<file path="src/rtl/neuron_pkg.sv">
// neuron_pkg: shared defaults, output polarity encoding and a counter-width
// helper for the integrate-and-fire neuron slice.
//   DEF_*       : default parameter values used by neuron and neuron_sat_add
//   polarity_e  : output spike polarity (POS = 0, NEG = 1)
//   cnt_width() : bits needed to hold a count of 0..max_val (at least 1)
package neuron_pkg;

   localparam int DEF_WEIGHT_W    = 4;
   localparam int DEF_POT_W       = 8;
   localparam int DEF_THRESH      = 4;
   localparam int DEF_LEAK_PERIOD = 0;
   localparam int DEF_REFRACT     = 0;

   typedef enum logic {
      POS = 1'b0,
      NEG = 1'b1
   } polarity_e;

   function automatic int cnt_width(input int unsigned max_val);
      return (max_val < 2) ? 1 : $clog2(max_val + 1);
   endfunction

endpackage

</file>
<file path="src/rtl/neuron_sat_add.sv">
// neuron_sat_add: combinational update of the signed membrane potential.
//   pot    : current potential, signed POT_W bits
//   weight : unsigned synaptic magnitude, zero-extended
//   neg    : 1 = subtract weight, 0 = add weight
//   step   : 1 = ignore weight and move pot one step toward zero
//   result : saturated signed POT_W-bit result
module neuron_sat_add
   import neuron_pkg::*;
#(
   parameter int POT_W    = DEF_POT_W,
   parameter int WEIGHT_W = DEF_WEIGHT_W
) (
   input  logic signed [POT_W-1:0]    pot,
   input  logic        [WEIGHT_W-1:0] weight,
   input  logic                       neg,
   input  logic                       step,
   output logic signed [POT_W-1:0]    result
);

   // Two guard bits over the wider operand so pot +/- weight never wraps
   // before the clamp is applied.
   localparam int EXT_W = ((POT_W > WEIGHT_W) ? POT_W : WEIGHT_W) + 2;

   localparam logic signed [EXT_W-1:0] MAX_X =
      {{(EXT_W-POT_W+1){1'b0}}, {(POT_W-1){1'b1}}};
   localparam logic signed [EXT_W-1:0] MIN_X = ~MAX_X;

   logic signed [EXT_W-1:0] pot_x;
   logic signed [EXT_W-1:0] w_x;
   logic signed [EXT_W-1:0] sum_x;

   assign pot_x = {{(EXT_W-POT_W){pot[POT_W-1]}}, pot};
   assign w_x   = {{(EXT_W-WEIGHT_W){1'b0}}, weight};

   always_comb begin
      sum_x  = '0;
      result = pot;
      if (step) begin
         if (pot == '0) begin
            result = pot;
         end else if (pot[POT_W-1]) begin
            result = pot + POT_W'(1);
         end else begin
            result = pot - POT_W'(1);
         end
      end else begin
         sum_x = neg ? (pot_x - w_x) : (pot_x + w_x);
         if (sum_x > MAX_X) begin
            result = MAX_X[POT_W-1:0];
         end else if (sum_x < MIN_X) begin
            result = MIN_X[POT_W-1:0];
         end else begin
            result = sum_x[POT_W-1:0];
         end
      end
   end

endmodule

</file>
<file path="src/rtl/neuron.sv">
// neuron: leaky integrate-and-fire neuron with bipolar thresholds,
// optional refractory period and optional leak toward zero.
//   clk      : rising-edge clock
//   rst      : synchronous active-high reset
//   weight   : unsigned synaptic magnitude, sampled with data_in
//   data_in  : input spike strobe
//   sign_in  : input polarity (0 = excitatory, 1 = inhibitory)
//   data_out : registered one-cycle output spike
//   sign_out : registered output polarity (0 = positive, 1 = negative)
module neuron
   import neuron_pkg::*;
#(
   parameter int WEIGHT_W    = DEF_WEIGHT_W,
   parameter int POT_W       = DEF_POT_W,
   parameter int THRESH      = DEF_THRESH,
   parameter int LEAK_PERIOD = DEF_LEAK_PERIOD,
   parameter int REFRACT     = DEF_REFRACT
) (
   input  logic                clk,
   input  logic                rst,
   input  logic [WEIGHT_W-1:0] weight,
   input  logic                data_in,
   input  logic                sign_in,
   output logic                data_out,
   output logic                sign_out
);

   localparam int LEAK_CW = cnt_width(LEAK_PERIOD);
   localparam int REFR_CW = cnt_width(REFRACT);

   localparam logic signed [POT_W-1:0] THR_POS = POT_W'(THRESH);
   localparam logic signed [POT_W-1:0] THR_NEG = -THR_POS;

   logic signed [POT_W-1:0] pot;
   logic signed [POT_W-1:0] pot_nxt;
   logic signed [POT_W-1:0] sat_result;
   logic [LEAK_CW-1:0]      leak_cnt;
   logic [LEAK_CW-1:0]      leak_cnt_nxt;
   logic [REFR_CW-1:0]      refr_cnt;
   logic [REFR_CW-1:0]      refr_cnt_nxt;
   logic                    accept;
   logic                    step_mode;
   logic                    fire;
   polarity_e               fire_pol;

   // Spikes arriving while the refractory counter is running are dropped
   // and treated as idle cycles for the leak counter.
   assign accept    = data_in & (refr_cnt == '0);
   assign step_mode = ~accept;

   // A single adder serves both paths: add/subtract on an accepted spike,
   // step toward zero otherwise (only committed on a leak event).
   neuron_sat_add #(
      .POT_W    (POT_W),
      .WEIGHT_W (WEIGHT_W)
   ) u_sat_add (
      .pot    (pot),
      .weight (weight),
      .neg    (sign_in),
      .step   (step_mode),
      .result (sat_result)
   );

   always_comb begin
      pot_nxt      = pot;
      leak_cnt_nxt = leak_cnt;
      refr_cnt_nxt = refr_cnt;
      fire         = 1'b0;
      fire_pol     = POS;

      if (refr_cnt != '0) begin
         refr_cnt_nxt = refr_cnt - REFR_CW'(1);
      end

      if (accept) begin
         leak_cnt_nxt = '0;
         if (sat_result >= THR_POS) begin
            fire     = 1'b1;
            fire_pol = POS;
            pot_nxt  = '0;
         end else if (sat_result <= THR_NEG) begin
            fire     = 1'b1;
            fire_pol = NEG;
            pot_nxt  = '0;
         end else begin
            pot_nxt = sat_result;
         end
         if (fire) begin
            refr_cnt_nxt = REFR_CW'(REFRACT);
         end
      end else if (LEAK_PERIOD != 0) begin
         if (int'(leak_cnt) + 1 == LEAK_PERIOD) begin
            leak_cnt_nxt = '0;
            pot_nxt      = sat_result;
         end else begin
            leak_cnt_nxt = leak_cnt + LEAK_CW'(1);
         end
      end
   end

   always_ff @(posedge clk) begin
      if (rst) begin
         pot      <= '0;
         leak_cnt <= '0;
         refr_cnt <= '0;
         data_out <= 1'b0;
         sign_out <= POS;
      end else begin
         pot      <= pot_nxt;
         leak_cnt <= leak_cnt_nxt;
         refr_cnt <= refr_cnt_nxt;
         data_out <= fire;
         sign_out <= fire_pol;
      end
   end

endmodule

</file>
<file path="config.mk">
export PLATFORM = sky130hd
export DESIGN_NAME = neuron
export DESIGN_NICKNAME = d
export VERILOG_FILES = /design/src/rtl/neuron_pkg.sv /design/src/rtl/neuron_sat_add.sv /design/src/rtl/neuron.sv
export SDC_FILE = /design/constraint.sdc
export NUM_CORES = 1
export LEC_CHECK = 0
export ABC_CLOCK_PERIOD_IN_PS = 4400
export CORE_MARGIN = 4
export CORE_UTILIZATION = 55
export DETAILED_ROUTE_END_ITERATION = 10
export PLACE_DENSITY = 0.88
export SYNTH_ARGS = -nofsm -noshare
export SYNTH_HDL_FRONTEND = slang
export SYNTH_HIERARCHICAL = 1
export SYNTH_SLANG_ARGS = --single-unit
</file>
<file path="constraint.sdc">
create_clock -name clk -period 4.4 [get_ports clk]
set_input_delay 0.88 -clock clk [delete_from_list [all_inputs] [get_ports clk]]
set_output_delay 0.88 -clock clk [all_outputs]
set_load 0.05 [all_outputs]
</file>
**After elaboration in Yosys (flattened, before gate mapping)**

Index checks and enable logic that the tools add are counted.
W data, S select, Z words.

- Register bits: 11
- Bits of input ports: 8
- Output and inout port bits: 2
- Word-level logic and storage cells: 33

- Add/subtract/negate cells: 5
- $lt $le $gt $ge: 4
- Muxes and demuxes: 14
- Bitwise logic cells: 3
- Reductions and logical operators: 3

Operators with widths:

| cell | count |
|---|---|
| $mux W8 | 7 |
| $gt A10 B8 Y1 const B | 1 |
| $lt A10 B8 Y1 const B | 1 |
| $mux W10 | 1 |
| $add A8 B5 Y9 | 1 |
| $sub A8 B5 Y9 | 1 |
| $add A8 B2 Y8 const B | 1 |
| $ge A8 B4 Y1 const B | 1 |
| $le A8 B3 Y1 const B | 1 |
| $logic_not A8 Y1 | 1 |
| $sub A8 B2 Y8 const B | 1 |
| $mux W1 | 6 |
| $reduce_or A3 Y1 | 1 |
| $not A1 Y1 | 2 |
| $reduce_or A2 Y1 | 1 |
| $and A1 B1 Y1 | 1 |
| $sub A1 B1 Y1 const B | 1 |

**Longest topological paths before layout**

- Depth after elaboration: 12
- Gate-level depth with buffers: 15
- Mapped depth without buffers: 15

**Cells and area by module**

The synthesis kept the hierarchy.

Modules (own cells, without submodules):

| module | times used | cells each | area each (µm²) | sequential area each (µm²) |
|---|---|---|---|---|
| neuron_sat_add | 1 | 115 | 903.4 | 0.0 |
| neuron | 1 | 42 | 370.4 | 200.2 |

**Worst setup path after synthesis**

OpenSTA, ideal clock, no wires.

- Path kind: input port to flip-flop
- From: in sign_in
- To: reg data_out
- Library setup time: 0.060 ns
- Arrival: 4.034 ns
- Required time: 4.340 ns
- Path slack: 0.306 ns
- Stages: 13
- Buffers on the path: 1
- Path through: clkbuf_1 > mux2_2 > fa_1 > nand2b_1 > a211oi_1 > o21ai_0 > a32oi_4 > a31oi_4 > a221o_1 > o211ai_2 > nor2_2 > a21oi_1 > and3_1

- Longest elaborated chain between the ends: 9
- Elaborated cells between the ends (all ways): 11
- Those cells by class: order compare: 4; mux: 7

Ends and longest elaborated chain:

| item | RTL line | text |
|---|---|---|
| from (decl) | neuron.sv:23 | `input logic sign_in,` |
| $mux W10 * | neuron_sat_add.sv:47 | `sum_x = neg ? (pot_x - w_x) : (pot_x + w_x);` |
| $lt A10 B8 Y1 | neuron_sat_add.sv:50 | `end else if (sum_x < MIN_X) begin` |
| $mux W8 | neuron_sat_add.sv:50 |  |
| $mux W8 * | neuron_sat_add.sv:48 | `if (sum_x > MAX_X) begin` |
| $mux W8 * | neuron_sat_add.sv:38 | `if (step) begin` |
| via sat_result[0] | neuron.sv:36 | `logic signed [POT_W-1:0] sat_result;` |
| $le A8 B3 Y1 | neuron.sv:81 | `end else if (sat_result <= THR_NEG) begin` |
| $mux W1 | neuron.sv:81 |  |
| $mux W1 * | neuron.sv:77 | `if (sat_result >= THR_POS) begin` |
| $mux W1 * | neuron.sv:75 | `if (accept) begin` |
| to (signal assigned) | neuron.sv:112 | `data_out <= fire;` |
| to (decl) | neuron.sv:24 | `output logic data_out,` |

The timed path passes the listed nets; every way through them passes the cells marked *. The select of a mux whose other input is x is not followed.
A chain may end at the register's enable or synchronous reset.

**Worst setup path in the final report**

- From: in weight[3]
- To: reg pot[1]

- Longest elaborated chain between the ends: 9
- Elaborated cells between the ends (all ways): 12
- Those cells by class: add/sub: 2; order compare: 4; mux: 6

Ends and longest elaborated chain:

| item | RTL line | text |
|---|---|---|
| from (decl) | neuron.sv:21 | `input logic [WEIGHT_W-1:0] weight,` |
| $add A8 B5 Y9 / $sub A8 B5 Y9 (equally long branches) | neuron_sat_add.sv:47 |  |
| $mux W10 * | neuron_sat_add.sv:47 |  |
| $lt A10 B8 Y1 | neuron_sat_add.sv:50 |  |
| $mux W8 | neuron_sat_add.sv:50 |  |
| $mux W8 * | neuron_sat_add.sv:48 |  |
| $mux W8 * | neuron_sat_add.sv:38 |  |
| via sat_result[2] | neuron.sv:36 |  |
| $le A8 B3 Y1 | neuron.sv:81 |  |
| $mux W8 | neuron.sv:81 |  |
| $mux W8 * | neuron.sv:77 |  |
| to (signal assigned) | neuron.sv:109 | `pot <= pot_nxt;` |
| to (decl) | neuron.sv:34 | `logic signed [POT_W-1:0] pot;` |

The timed path passes the listed nets; every way through them passes the cells marked *.

==> reports/results.tsv <==
stage	metric	value	unit
status	outcome	complete, no violations	
placed_design	final weighted congestion of routability-driven global placement	1.048	
worst_setup_path	kind of capture point of the worst setup path	flop	
worst_setup_path	origin of the critical flop-to-flop path	pot[0]	
yosys	synthesized flop and latch total	10	
timing	final cycle utilization of the critical path	97.25	%
min_path	worst hold-check path type	flop to flop	
timing	Hold Fails Final Rpt	0	
worst_setup_path	category of the worst setup path launch point	input pin	
drt	residual antenna-violating net count after detailed routing	0	
clock_network	total clock sinks	10	
drt	DRC violations left	0	
worst_setup_path	critical path data arrival time	4.44	ns
yosys	EDFF count, synth	0	
drt	number of detailed-routing iterations run before antenna repair	6	
grt	total global-route track usage	25.10	%
worst_setup_path	cell seen most often among critical-path stages	ha_1	
timing	Slew Limit Headroom	65.79	%
yosys	Synth Flop Type	dfxtp_1	
worst_setup_path	Worst R2R Path Depth	13	
cells_and_area	number of standard cells in the layout, taps in and fillers out	221	
grt	number of global-route vias before repair	1409	
drt	Via Count	1426	
pwr	LEAKAGE	0.7731	nW
worst_setup_path	reg-to-reg critical path endpoint	pot[1]	
timing	number of setup violations in the final report	0	
run	number of max-cap violations	0	
pwr	highest ir drop seen on vdd	0.2671	mV
worst_setup_path	cell with the largest stage delay on the worst path	or4_4	
timing	max-slew violation count	0	
cells_and_area	leading cell types in the layout, fill and taps excluded	buf_4, nor2_1, ha_1	
yosys	instance count of the mapped netlist	157	
drt	vias per inst	6.452	
yosys	async set-reset flop share out of synthesis	0	%
yosys	yosys synthesis warning count	6	
clock_network	CTS tree	done	
floorplanning	floorplan die width	56.13	um
cells_and_area	fraction of final layout cells sized beyond drive strength 1	31.61	%
floorplanning	overall die area	3150	um2
worst_setup_path	maximum single-stage delay on the critical path	0.54	ns
clock_network	clock buffers created by TritonCTS	3	
cells_and_area	count of inserted antenna diode cells	0	
clock_network	CTS Root Cell	clkbuf_4	
grt	wire length of the first global-routing pass	6.341	mm
yosys	Avg Inst Size Synth	8.113	um2
yosys	area of the mapped netlist	1274	um2
floorplanning	area of the placeable core	2212	um2
pwr	power density relative to cell area	224.4	nW/um2
grt	number of antenna violations at the first check in global routing	0	
timing	achievable clock frequency	233.7	MHz
floorplanning	Initial Utilization	57.58	%
cells_and_area	most common cell after layout, fill and taps aside	buf_4	
floorplanning	die height	56.13	um
min_path	cell depth of the worst min-delay path	2	
worst_setup_path	Reg2Reg Setup Slack	1.00	ns
timing	transition time at the pin with the least slew margin	0.5116	ns
worst_setup_path	required time at the worst-slack endpoint	4.56	ns
cells_and_area	number of nets in the finished design	222	
worst_setup_path	CP Class	input pin to flop	
placed_design	number of placed instances, taps included	212	
clock_network	H-tree levels	1	
drt	Iter 0 DRT Violations	49	
placed_design	PortBufs	9	
floorplanning	Row Count	17	
min_path	capture endpoint of the worst hold path	pot[0]	
timing	setup_tns	0	ns
drt	average detailed-routed wire length per instance	18.44	um
clock_network	clock latency of the later-clocked register in the worst-skew pair	0.25	ns
yosys	share of the yosys chip area belonging to registers	15.72	%
placed_design	half-perimeter wire length after detailed placement	2.886	mm
min_path	Hold Path Origin	pot[0]	
yosys	post-synthesis net count	184	
timing	final critical delay including setup and external delays	4.279	ns
grt	final global-route overflow total	0	
clock_network	CTS Buffer Depth	2	
yosys	number of distinct library cell variants in the gate-level netlist after synthesis	43	
clock_network	clock-pin transition on the worst setup and hold timing paths	0.06	ns
floorplanning	I/O pin total	10	
drt	Routed Wire Length	4.076	mm
worst_setup_path	maximum fanout along the worst path	7	
grt	maximum number of pins on one net before global-route repair	12	
timing	worst clock skew on the final layout	0.0005374	ns
worst_setup_path	cell-by-cell listing of the critical path	clkdlybuf4s50_1, inv_1, ha_1, mux2i_1, ha_1, o21ai_4, a211oi_4, or4_4, a32oi_4, a31oi_4, a221o_1, nor4_2, a21oi_2, o31ai_2	
cells_and_area	relative area change from synthesis to final layout	37.72	%
-- area by class of cell --
cell class                      instances  area, um2
Sequential cell                        10      200.2
Timing Repair Buffer                   36      307.8
Inverter                               12      45.04
Clock buffer                            3      22.52
Tap cell                               28      35.03
Fill cell                             150      457.9
Multi-Input combinational cell        132       1144
-- worst max-delay path, delay by kind of cell --
kind                       cells  cell delay, ns
AOI/OAI and AO/OA              7            1.47
and+or+nand+nor                2            0.83
muxes                          1            0.16
buffers and inverters          2            0.54
adders and majority gates      2            0.57
-- Yosys cell counts (3+ instances only) --
library cell,number,area [um2]
o21ai_0,5,25.02
nand3_1,3,15.01
ha_1,17,212.7
a221o_1,7,70.07
dfxtp_1,10,200.2
o21a_1,4,30.03
nor2_1,20,75.07
nor3_1,6,30.03
nor4_1,3,18.77
a211oi_1,4,30.03
xnor2_1,6,52.55
or2_2,4,25.02
inv_1,12,45.04
a21oi_1,12,60.06
nand2_1,5,18.77
a21o_1,4,30.03
-- metrics by stage --
step	power, mW	utilization [%]	hold WS [ns]	area [um2]	worst slack, ns
6_report	0.3937	79.30	0.5678	1754	0.1208
5_1_grt	0.4164	79.30	0.5906	1754	-0.009496
4_1_cts	0.3654	73.30	0.5511	1622	0.005495
3_5_place_dp	0.2943	69.68	0.5382	1541	-0.5158
3_3_place_gp	0.2849	69.68	0.5390	1541	-0.2948
2_1_floorplan	0.2282	-	0.4793	1274	0.3061
-- timing repair --
action / CTS / global route
setup endpoints to repair: 10 / 10
endpoints found under the hold margin: 0 / 0
pin swaps: 5 / 19
setup buffers: 1 / 5
hold buffers: 0 / 0
gates resized for setup: 10 / 18
-- report_power, final --
| part | internal [mW] | switching (mW) | leakage, nW |
|---|---|---|---|
| Sequential | 0.0947 | 0.00597 | 0.0819 |
| Combinational | 0.114 | 0.123 | 0.677 |
| Clock | 0.0312 | 0.0252 | 0.0138 |
| Total | 0.240 | 0.154 | 0.773 |
-- flip-flops by register name (all words and copies together), names as in the netlist --
register,cells
sign_out,1
pot,8
data_out,1
-- cells by family after synthesis --
kind of cell	count (synthesis)	synth area share [%]
xor gates and xnor gates	8	5.501
buffers and inverters	15	4.715
and+or+nand+nor	54	22.20
DFF	10	15.72
adders and majority gates	19	19.84
muxes	2	1.670
AOI/OAI and AO/OA	49	30.35
-- metal layers --
layer / wire, um / vias to the layer above / track usage (%)
li1: - / 654 / -
met1: 1564 / 660 / 28.65
met2: 1951 / 82 / 42.74
met5: 0 / - / 0
met3: 289 / 30 / 3.712
met4: 270 / 0 / 16.61
-- worst max path at each step --
stage	to	cells after the start	startpoint	slack, ns
final	pot[1]	14	weight[3]	0.12
after global routing	pot[1]	14	weight[3]	-0.009
after CTS	data_out	16	weight[1]	0.005
after detailed placement	pot[1]	14	weight[1]	-0.52
after global placement	data_out	15	weight[1]	-0.29
after floorplan	data_out	13	sign_in	0.31
No activity file was read; power rests on OpenSTA's default activity.
